[config.mk]
export PLATFORM = sky130hd
export DESIGN_NAME = riscv_data_memory
export DESIGN_NICKNAME = d
export VERILOG_FILES = /design/src/rtl/riscv_data_memory.sv
export SDC_FILE = /design/constraint.sdc
export NUM_CORES = 1
export LEC_CHECK = 0
export ABC_CLOCK_PERIOD_IN_PS = 4100
export BUFFER_PORTS_ARGS = -buffer_cell sky130_fd_sc_hd__buf_2
export CORE_MARGIN = 5
export CORE_UTILIZATION = 36
export CTS_CLUSTER_SIZE = 20
export DETAILED_ROUTE_END_ITERATION = 16
export REMOVE_ABC_BUFFERS = 1
export SYNTH_ARGS = -nofsm -noshare
export SYNTH_HDL_FRONTEND = slang
export SYNTH_SLANG_ARGS = --single-unit
[constraint.sdc]
create_clock -name clock -period 4.1 [get_ports clock]
set_input_delay 0.615 -clock clock [delete_from_list [all_inputs] [get_ports clock]]
set_output_delay 0.615 -clock clock [all_outputs]
set_load 0.02 [all_outputs]
[src/rtl/riscv_data_memory.sv]
// riscv_data_memory: word RAM with RISC-V sized loads/stores, post-reset fill, optional DMEM_MISALIGN_CHECK_EN
module riscv_data_memory #(
  parameter int DEPTH = 32,
  parameter int INIT_MODE = 1,
  parameter int ADDR_W = $clog2(DEPTH)
) (
  input  logic        clock,
  input  logic        reset,
  input  logic [31:0] position,
  input  logic [31:0] writeData,
  input  logic        memWrite,
  input  logic        memRead,
  input  logic [2:0]  funct3,
  output logic [31:0] readData,
  output logic        readValid,
  output logic        ready,
  output logic        misaligned
);
  typedef enum logic {INIT, IDLE} state_t;
  state_t state, state_next;
  logic [31:0] mem [DEPTH];
  logic [ADDR_W-1:0] count, idx;
  logic [1:0] lane;
  logic [3:0] be;
  logic [31:0] wd, word, sh, load;
  logic idle, bad, we, rd, unused_hi;
  assign unused_hi = ^position[31:ADDR_W+2];
  assign idle = state == IDLE;
  assign lane = funct3[1] ? 2'b00 : funct3[0] ? {position[1], 1'b0} : position[1:0];
`ifdef DMEM_MISALIGN_CHECK_EN
  assign bad = funct3[1] ? position[1:0] != 2'b00 : funct3[0] & position[0];
`else
  assign bad = 1'b0;
`endif
  assign we = idle ? memWrite & ~bad : 1'b1;
  assign rd = idle & memRead & ~memWrite & ~bad;
  assign idx = idle ? position[ADDR_W+1:2] : count;
  assign be = !idle ? 4'hF : funct3[1] ? 4'hF : funct3[0] ? (lane[1] ? 4'b1100 : 4'b0011) : 4'b0001 << lane;
  assign wd = !idle ? (INIT_MODE != 0 ? 32'(count) : 32'h0) : funct3[1] ? writeData : funct3[0] ? {2{writeData[15:0]}} : {4{writeData[7:0]}};
  assign word = mem[idx];
  assign sh = word >> {lane, 3'b000};
  assign load = funct3[1] ? word : funct3[0] ? {{16{~funct3[2] & sh[15]}}, sh[15:0]} : {{24{~funct3[2] & sh[7]}}, sh[7:0]};
  // leave INIT once the last word has been filled
  always_comb state_next = (state == INIT && count == ADDR_W'(DEPTH - 1)) ? IDLE : state;
  // control state, fill counter and registered load result
  always_ff @(posedge clock or negedge reset)
    if (!reset) begin
      state <= INIT;
      count <= '0;
      readData <= '0;
      readValid <= 1'b0;
      ready <= 1'b0;
      misaligned <= 1'b0;
    end else begin
      state <= state_next;
      count <= idle ? count : count + 1'b1;
      ready <= state_next == IDLE;
      readValid <= rd;
      misaligned <= idle & (memWrite | memRead) & bad;
      if (rd) readData <= load;
    end
  // byte-lane writes: fill words during INIT, stores during IDLE; contents survive reset
  always_ff @(posedge clock)
    if (we)
      for (int i = 0; i < 4; i++)
        if (be[i]) mem[idx][8*i +: 8] <= wd[8*i +: 8];
endmodule

==> results of run 1 <==
-- layout by cell type (no fill, tap or decap), types with 11 or more instances in the layout --
cell | netlist | final
a21oi_1 | 26 | 26
a221o_1 | 16 | 16
a22oi_1 | 99 | 99
a32oi_1 | 20 | 19
and2_1 | 11 | 11
buf_12 | 0 | 14
buf_2 | 40 | 79
buf_4 | 20 | 251
clkbuf_1 | 82 | 24
clkbuf_16 | 0 | 108
clkinv_1 | 1 | 16
clkinv_2 | 0 | 20
dfrtp_1 | 39 | 38
edfxtp_1 | 1024 | 1024
mux2i_1 | 89 | 88
mux4_2 | 191 | 191
nand2_1 | 165 | 165
nand3_1 | 14 | 14
nand4_1 | 41 | 41
nor2_1 | 17 | 17
nor3_1 | 147 | 147
o22ai_1 | 14 | 14
-- metal layers --
layer / vias to the layer above / share of wire / routed length (um) / global-route usage
met5: - / 0.00023 / 27 / 0
met4: 4 / 0.027 / 3160 / 0.0501
met3: 203 / 0.11 / 13200 / 0.0538
met2: 1211 / 0.44 / 51000 / 0.269
met1: 12400 / 0.42 / 49300 / 0.267
li1: 9866 / - / - / -
-- worst register-to-register path: cells and delay by family (launching register included) --
kind,cells,cell delay (ps)
DFF,1,560
and+or+nand+nor,4,1580
buffers and inverters,3,590
AOI/OAI and AO/OA,4,1060
-- layout make-up --
| cell class | instances | share of cell area |
|---|---|---|
| multi-input combinational | 1011 | 0.197 |
| inverter | 3 | 0.000228 |
| sequential | 1063 | 0.641 |
| clock buffer | 139 | 0.0584 |
| timing repair buffer | 344 | 0.0517 |
| clock inverter | 60 | 0.0128 |
| tap | 1524 | 0.0385 |
| antenna | 4 | 0.000202 |
-- flip-flops by register name, indices dropped and copies added, names as in the netlist --
signal     flops
count          5
mem         1024
idle           1
readData      32
readValid      1
-- cell families after synthesis --
logic type               count (synthesis)
AO/OA/AOI/OAI                          268
other                                    1
flip-flops                            1063
buffers and inverters                  164
AND/OR/NAND/NOR                        444
adder cells (fa/ha/maj)                  2
XOR/XNOR                                 3
multiplexers                           293
-- final timing paths --
| path | cells after the start | endpoint | startpoint | slack (ps) |
|---|---|---|---|---|
| min reg2reg | 1 | readData[4] | readData[4] | 500 |
| max reg2reg | 11 | readData[20] | idle | 160 |
| max | 11 | readData[20] | idle | 160 |
| min | 1 | count[0] | reset | 130 |
| max in group asynchronous | 1 | idle | reset | 3240 |
| min in group clock | 3 | readData[8] | funct3[2] | 400 |
-- per-stage QoR --
step,utilization,power (mW),instance area (um^2),hold WS (ps)
2_1_floorplan,-,13.2,41400,319
3_3_place_gp,0.395,14.0,45900,488
3_5_place_dp,0.395,14.0,45900,484
4_1_cts,0.425,23.6,49500,128
5_1_grt,0.425,24.2,49500,203
6_report,0.425,23.5,49500,129
-- power breakdown --
part	internal [mW]	total, mW	switching [mW]
sequential	12.1	12.2	0.0831
clock	5.62	9.70	4.08
combinational	0.517	1.65	1.13
==> summary.md, run 1 <==
| Metric | Value |
|---|---|
| PortBufs | `between 70 and 80` |
| Remaining Overflow, GRT | `0` |
| Startpoint Class | `flip-flop` |
| Simple-Gate Fraction of Synth Area | `0.0515` |
| Status | `finished, final reports clean` |
| Worst-path clk slew | `~60 ps` |
| Layout cell share with drive strength beyond 1 | `0.281` |
| Clock Latency Late Sink | `~680 ps` |
| Post-route DRC violation count | `0` |
| Post-CTS Resized | `0` |
| CTS max path bufs | `3` |
| Compound-Gate Fraction of Synth Area | `0.0486` |
| Initial DRC count | `between 2k and 3k` |
| Crit path DAT | `4470 ps` |
| Post-synth top area share | `0.729` |
| Cell accounting for the most synthesized area | `edfxtp_1` |
| Mapped cell area | `between 40000 and 50000 um^2` |
| Detailed Place HPWL | `between 70000 and 80000 um` |
| Most frequent cells after synthesis | `edfxtp_1, mux4_2, nand2_1` |
| First-pass GRT wire length | `roughly 170000 um` |
| Final WL | `~120000 um` |
| F_max | `between 200 and 300 MHz` |
| Clock root buffer | `clkbuf_16` |
| Total track usage | `0.183` |
| Vias/cell | `between 5 and 6` |
| Leak pwr | `roughly 16 nW` |
| Clock Skews | `around 36 ps` |
| Power density cells | `475 nW/um^2` |
| Min-delay worst type | `in -> async` |
| Crit path cell chain | `buf_4, nor4b_1, or2_1, a32oi_1, nand4_1, nor3_1, buf_4, o221ai_1, o22ai_2, buf_12, a221o_1` |
| Critical Path End Type | `flip-flop` |
| Core footprint | `116000 um^2` |
| Post-Place Cells | `between 3k and 4k` |
| Rows | `around 130` |
| Main combinational cell family by area after synthesis | `multiplexers` |
| Xor and xnor fraction of the mapped netlist area | `0.000623` |
| WL/cell | `roughly 28 um` |
| Distinct cells, synth | `69` |
| Die height | `~350 um` |
| Final ANT Viol Nets | `0` |
| Synth Instances | `approximately 2.2k` |
| Final period util | `0.962` |
| Max-Cap Viols | `0` |
| Most Frequent Cell on Critical Path | `buf_4` |
| Top Family by Delay on Critical Path | `simple AND/OR/NAND/NOR gates` |
| Crit Path Category | `reg -> reg` |
| Worst-path maximum fanout | `18` |
| Largest net degree at the start of global routing | `44` |
| Buf+Inv Stages, Crit Path | `3` |
| Initial Util | `0.363` |
| Ports | `106` |
| Vias in the first global route | `approximately 23k` |
| Register area share after synthesis | `0.752` |
| Synth-to-Final Area Change | `17.3%` |
| Final WS setup | `between 150 and 200 ps` |
| Top cells by area, synth | `edfxtp_1, mux4_2, dfrtp_1` |
| Area of the multi-input gates | `roughly 9700 um^2` |
| Register area | `31700 um^2` |
| Most frequent cell after synthesis | `edfxtp_1` |
| CTS tree | `built` |
| EDFF count, synth | `between 1k and 1.5k` |
| DR vias | `23.7k` |
| Initial antenna violation count | `10` |
| RSZ-0062 raised after global routing | `false` |
| Post-Layout Cell Count | `between 4k and 5k` |
| Ys Warns | `0` |
| Hold Buf Count CTS | `0` |
| Post-CTS Setup Bufs | `0` |
| CTS H-tree depth | `3` |
| Critical Path Max Stage Delay | `between 800 and 900 ps` |
| Die footprint | `between 100000 and 150000 um^2` |
| Filler cell count | `between 10k and 15k` |
| Top_reg_cell synth | `edfxtp_1` |
| Worst path required time | `between 4000 and 5000 ps` |
| Max transition margin | `0.117` |
| Sink Count | `between 1k and 1.5k` |
| Maximum vdd drop | `~0.35 mV` |
| Slowest-stage cell, CP | `or2_1` |
| Min cycle time layout | `3940 ps` |
| Die X | `about 350 um` |
| CTS buffer count | `~110` |
| Adder-Cell Fraction of Synth Area | `0.000593` |
| Actual slew at the worst max-slew pin | `roughly 1300 ps` |
| RD Place Congestion | `roughly 0.95` |
| DRT Pass-1 Iters | `8` |
| Fin. Hold Viols | `0` |
| TNS Setup | `0 ps` |
| Finish-stage setup viols | `0` |
| Fin. max-slew vios | `0` |
| Net count, final | `between 2k and 3k` |
| #FFs+latches synth | `roughly 1.1k` |
| Multiplexer share of the synthesized area | `0.127` |
| Syn Area/Cell | `18.9 um^2` |
| Post-synth ARST share | `0.0367` |
| Post-Place Worst Slack | `246 ps` |
No activity file was read; power rests on OpenSTA's default activity.
==> run 2, diff against run 1 <==
--- a/config.mk
+++ b/config.mk
@@ -5,6 +5,7 @@
 export SDC_FILE = /design/constraint.sdc
 export NUM_CORES = 1
 export LEC_CHECK = 0
+export ABC_AREA = 1
 export ABC_CLOCK_PERIOD_IN_PS = 4100
 export BUFFER_PORTS_ARGS = -buffer_cell sky130_fd_sc_hd__buf_2
 export CORE_MARGIN = 5
==> run 2 against run 1 <==
Net effect:
- worst hold slack lost 48 ps
- synthesized cell count up 69%
- global-route usage rose by 1.8 points
- setup slack improved by 170 ps
- total power grew 0.11%
- die area rose by 3.4%
- area after synthesis increased by 3.5%
- routed wire length up 13%
- largest cell class unchanged
- register-to-register slack better by 170 ps
==> summary.md, run 2 <==
| Metric | Value |
|---|---|
| Clock root buffer | `clkbuf_16` |
| Max-Cap Viols | `0` |
| WL/cell | `roughly 23 um` |
| Largest register FFs | `1024` |
| Syn Area/Cell | `~12 um^2` |
| Startpoint Class | `flip-flop` |
| Vias/cell | `5.16` |
| Fin. Hold Viols | `0` |
| DRT Pass-1 Iters | `6` |
| Rows | `127` |
| Power Total | `~24 mW` |
| Register area share after synthesis | `0.727` |
| Layout cell share with drive strength beyond 1 | `0.134` |
| WHS | `slightly above 80 ps` |
| Worst-path maximum fanout | `between 40 and 50` |
| Die height | `~360 um` |
| F_max | `265 MHz` |
| Reg power frac | `0.517` |
| Final period util | `0.920` |
| Register with the most flip-flops | `mem` |
| Clock Skews | `~32 ps` |
| Post-synth ARST share | `0.0367` |
| Post-route DRC violation count | `0` |
| Final ANT Viol Nets | `0` |
| Distinct cells, synth | `38` |
| Ports | `around 110` |
| Maximum vdd drop | `0.346 mV` |
| Internal power | `~18 mW` |
| Global routing's busiest layer | `met2` |
| Initial antenna violation count | `7` |
| First-pass GRT wire length | `about 190000 um` |
| RD Place Congestion | `between 0.8 and 0.9` |
| Max transition margin | `0.201` |
| RR Endpoint | `readData[29]` |
| Initial DRC count | `3228` |
| Worst setup path startpoint | `idle` |
| Worst path required time | `around 4700 ps` |
| Min cycle time layout | `~3800 ps` |
| Largest net degree at the start of global routing | `between 70 and 80` |
| Most frequent cells after synthesis | `nand2_1, edfxtp_1, nor2_1` |
| Most common cell after layout, fill and taps aside | `nand2_1` |
| Mapped cell area | `between 40000 and 50000 um^2` |
| Commonest non-fill, non-tap cells in the layout | `nand2_1, edfxtp_1, buf_4` |
| Final WL | `around 130000 um` |
| DR vias | `approximately 30k` |
| Hold Buf Count CTS | `0` |
| Fin. max-slew vios | `0` |
| Synth Instances | `3785` |
| Finish-stage setup viols | `0` |
| Flop2flop setup slack | `about 330 ps` |
| Power density cells | `around 460 nW/um^2` |
| Net count, final | `around 4.1k` |
| Comb power frac | `0.074` |
| Leak pwr | `about 19 nW` |
| Cell accounting for the most synthesized area | `edfxtp_1` |
| Top cells by area, synth | `edfxtp_1, nand2_1, dfrtp_1` |
| DP Area | `47300 um^2` |
| GR met1 Demand/Resource | `0.290` |
| EDFF count, synth | `around 1k` |
| Worst Setup EP | `readData[29]` |
| R2r startpoint | `idle` |
| Post-CTS Resized | `0` |
| Status | `finished, final reports clean` |
| Top_reg_cell synth | `edfxtp_1` |
| Remaining Overflow, GRT | `0` |
| #FFs+latches synth | `roughly 1.1k` |
| Post-Place Cells | `between 5k and 6k` |
| CTS H-tree depth | `3` |
| Crit path DAT | `4390 ps` |
| PortBufs | `between 70 and 80` |
| Sink Count | `about 1.1k` |
| Min-delay worst type | `in -> async` |
| Global Route met3 Usage | `0.0538` |
| Total track usage | `0.201` |
| Detailed Place HPWL | `between 80000 and 90000 um` |
| Ys Warns | `0` |
| Synth-to-Final Area Change | `16.3%` |
| Most frequent cell after synthesis | `nand2_1` |
| Critical Path End Type | `flip-flop` |
| CTS buffer count | `roughly 110` |
| Die X | `about 360 um` |
| Actual slew at the worst max-slew pin | `1200 ps` |
| Switching Fraction | `0.234` |
| Post-CTS Setup Bufs | `0` |
| Finished Cell Area | `between 50000 and 60000 um^2` |
| Net switching power | `~5.5 mW` |
| CTS max path bufs | `3` |
| Clock Latency Late Sink | `~700 ps` |
| Vias in the first global route | `about 27k` |
| TNS Setup | `0 ps` |
| Post-Layout Cell Count | `~5.7k` |
| R2R cell count | `20` |
| Initial Util | `0.363` |
| Core footprint | `approximately 120000 um^2` |
| Clock power share | `0.410` |
| Crit Path Category | `reg -> reg` |
| Met2 Usage GRT | `0.300` |
| Regs by FF count | `mem x1024, readData x32, count x5` |
| Die footprint | `128000 um^2` |
| RSZ-0062 raised after global routing | `false` |
| Post-synth top area share | `0.704` |
| Worst-path clk slew | `60 ps` |
| CTS tree | `built` |
-- run 2: cell types whose count changed after synthesis, sizes merged, moves of 45 or more --
cell    before   now
a21oi       28   165
buf         79   125
inv          2   104
mux2i       90     0
mux4       191     0
nand2      165  1571
nand3       14    90
nand3b       1    46
nor2        17   217
nor3       147     8
o21ai       11   153
-- run 2: how the worst min path moves through the flow --
stage	startpoint	end	slack (ps)	cells after the start
4_1_cts	reset	readData[10]	60	1
5_1_grt	reset	readData[11]	140	1
2_1_floorplan	reset	count[0]	320	0
3_3_place_gp	readData[2]	readData[2]	460	2
3_5_place_dp	readData[7]	readData[7]	470	2
6_report	reset	readData[16]	80	1
-- run 2: kinds of logic after synthesis --
group	after synthesis	share of synthesized area
buf+inv	308	0.0312
fa+ha+maj	2	0.000573
other cells	1	0.0000859
compound gates	438	0.0593
xor+xnor	3	0.000602
simple gates	1970	0.182
flops	1063	0.727
-- run 2: final cells by class --
cell class              instances  area (um^2)
well taps                    1612         2020
repair buffers                318         2450
inverters                     104          402
diodes                          4         10.0
clock inverters                78          638
flip-flops and latches       1063        31700
clock buffers                 127         2820
multi-input cells            2414        10700
fillers                     11200        69300
-- run 2: routing by layer --
| metal | wire [um] | up-vias |
|---|---|---|
| met5 | 21 | - |
| met4 | 3650 | 4 |
| met3 | 14700 | 210 |
| met2 | 57600 | 1395 |
| met1 | 55500 | 14400 |
| li1 | - | 13500 |
-- run 2: power by group through the flow --
stage          clock network [mW]  registers, mW  logic, mW
3_5_place_dp                    0           12.4       1.72
6_report                     9.64           12.2       1.73
2_1_floorplan                   0           12.4      0.819
4_1_cts                      9.75           12.1       1.72
3_3_place_gp                    0           12.4       1.70
5_1_grt                      10.2           12.2       1.86
-- run 2: stage by stage --
step | util | setup slack, ps
finish | 0.423 | 327
global route | 0.423 | 225
CTS | 0.423 | 472
detailed placement | 0.394 | 369
global placement | 0.394 | 422
floorplan | - | -5130
-- run 2: worst max-delay path: stages, from the launching register on --
cell     delay [ps]
dfrtp_2         550
inv_4            60
nand2_4         230
nand2_8         280
buf_12          260
buf_12          190
nand2_1         100
nand2_1          50
nand2_1          60
nand2_1          50
nand2_1          80
nand2_1          60
nor2_1          470
nand2_1         150
nand2_1          80
nand2_1          80
inv_2            90
nand3_4         140
nand2_2          90
nand2_2         300
a21oi_1         260
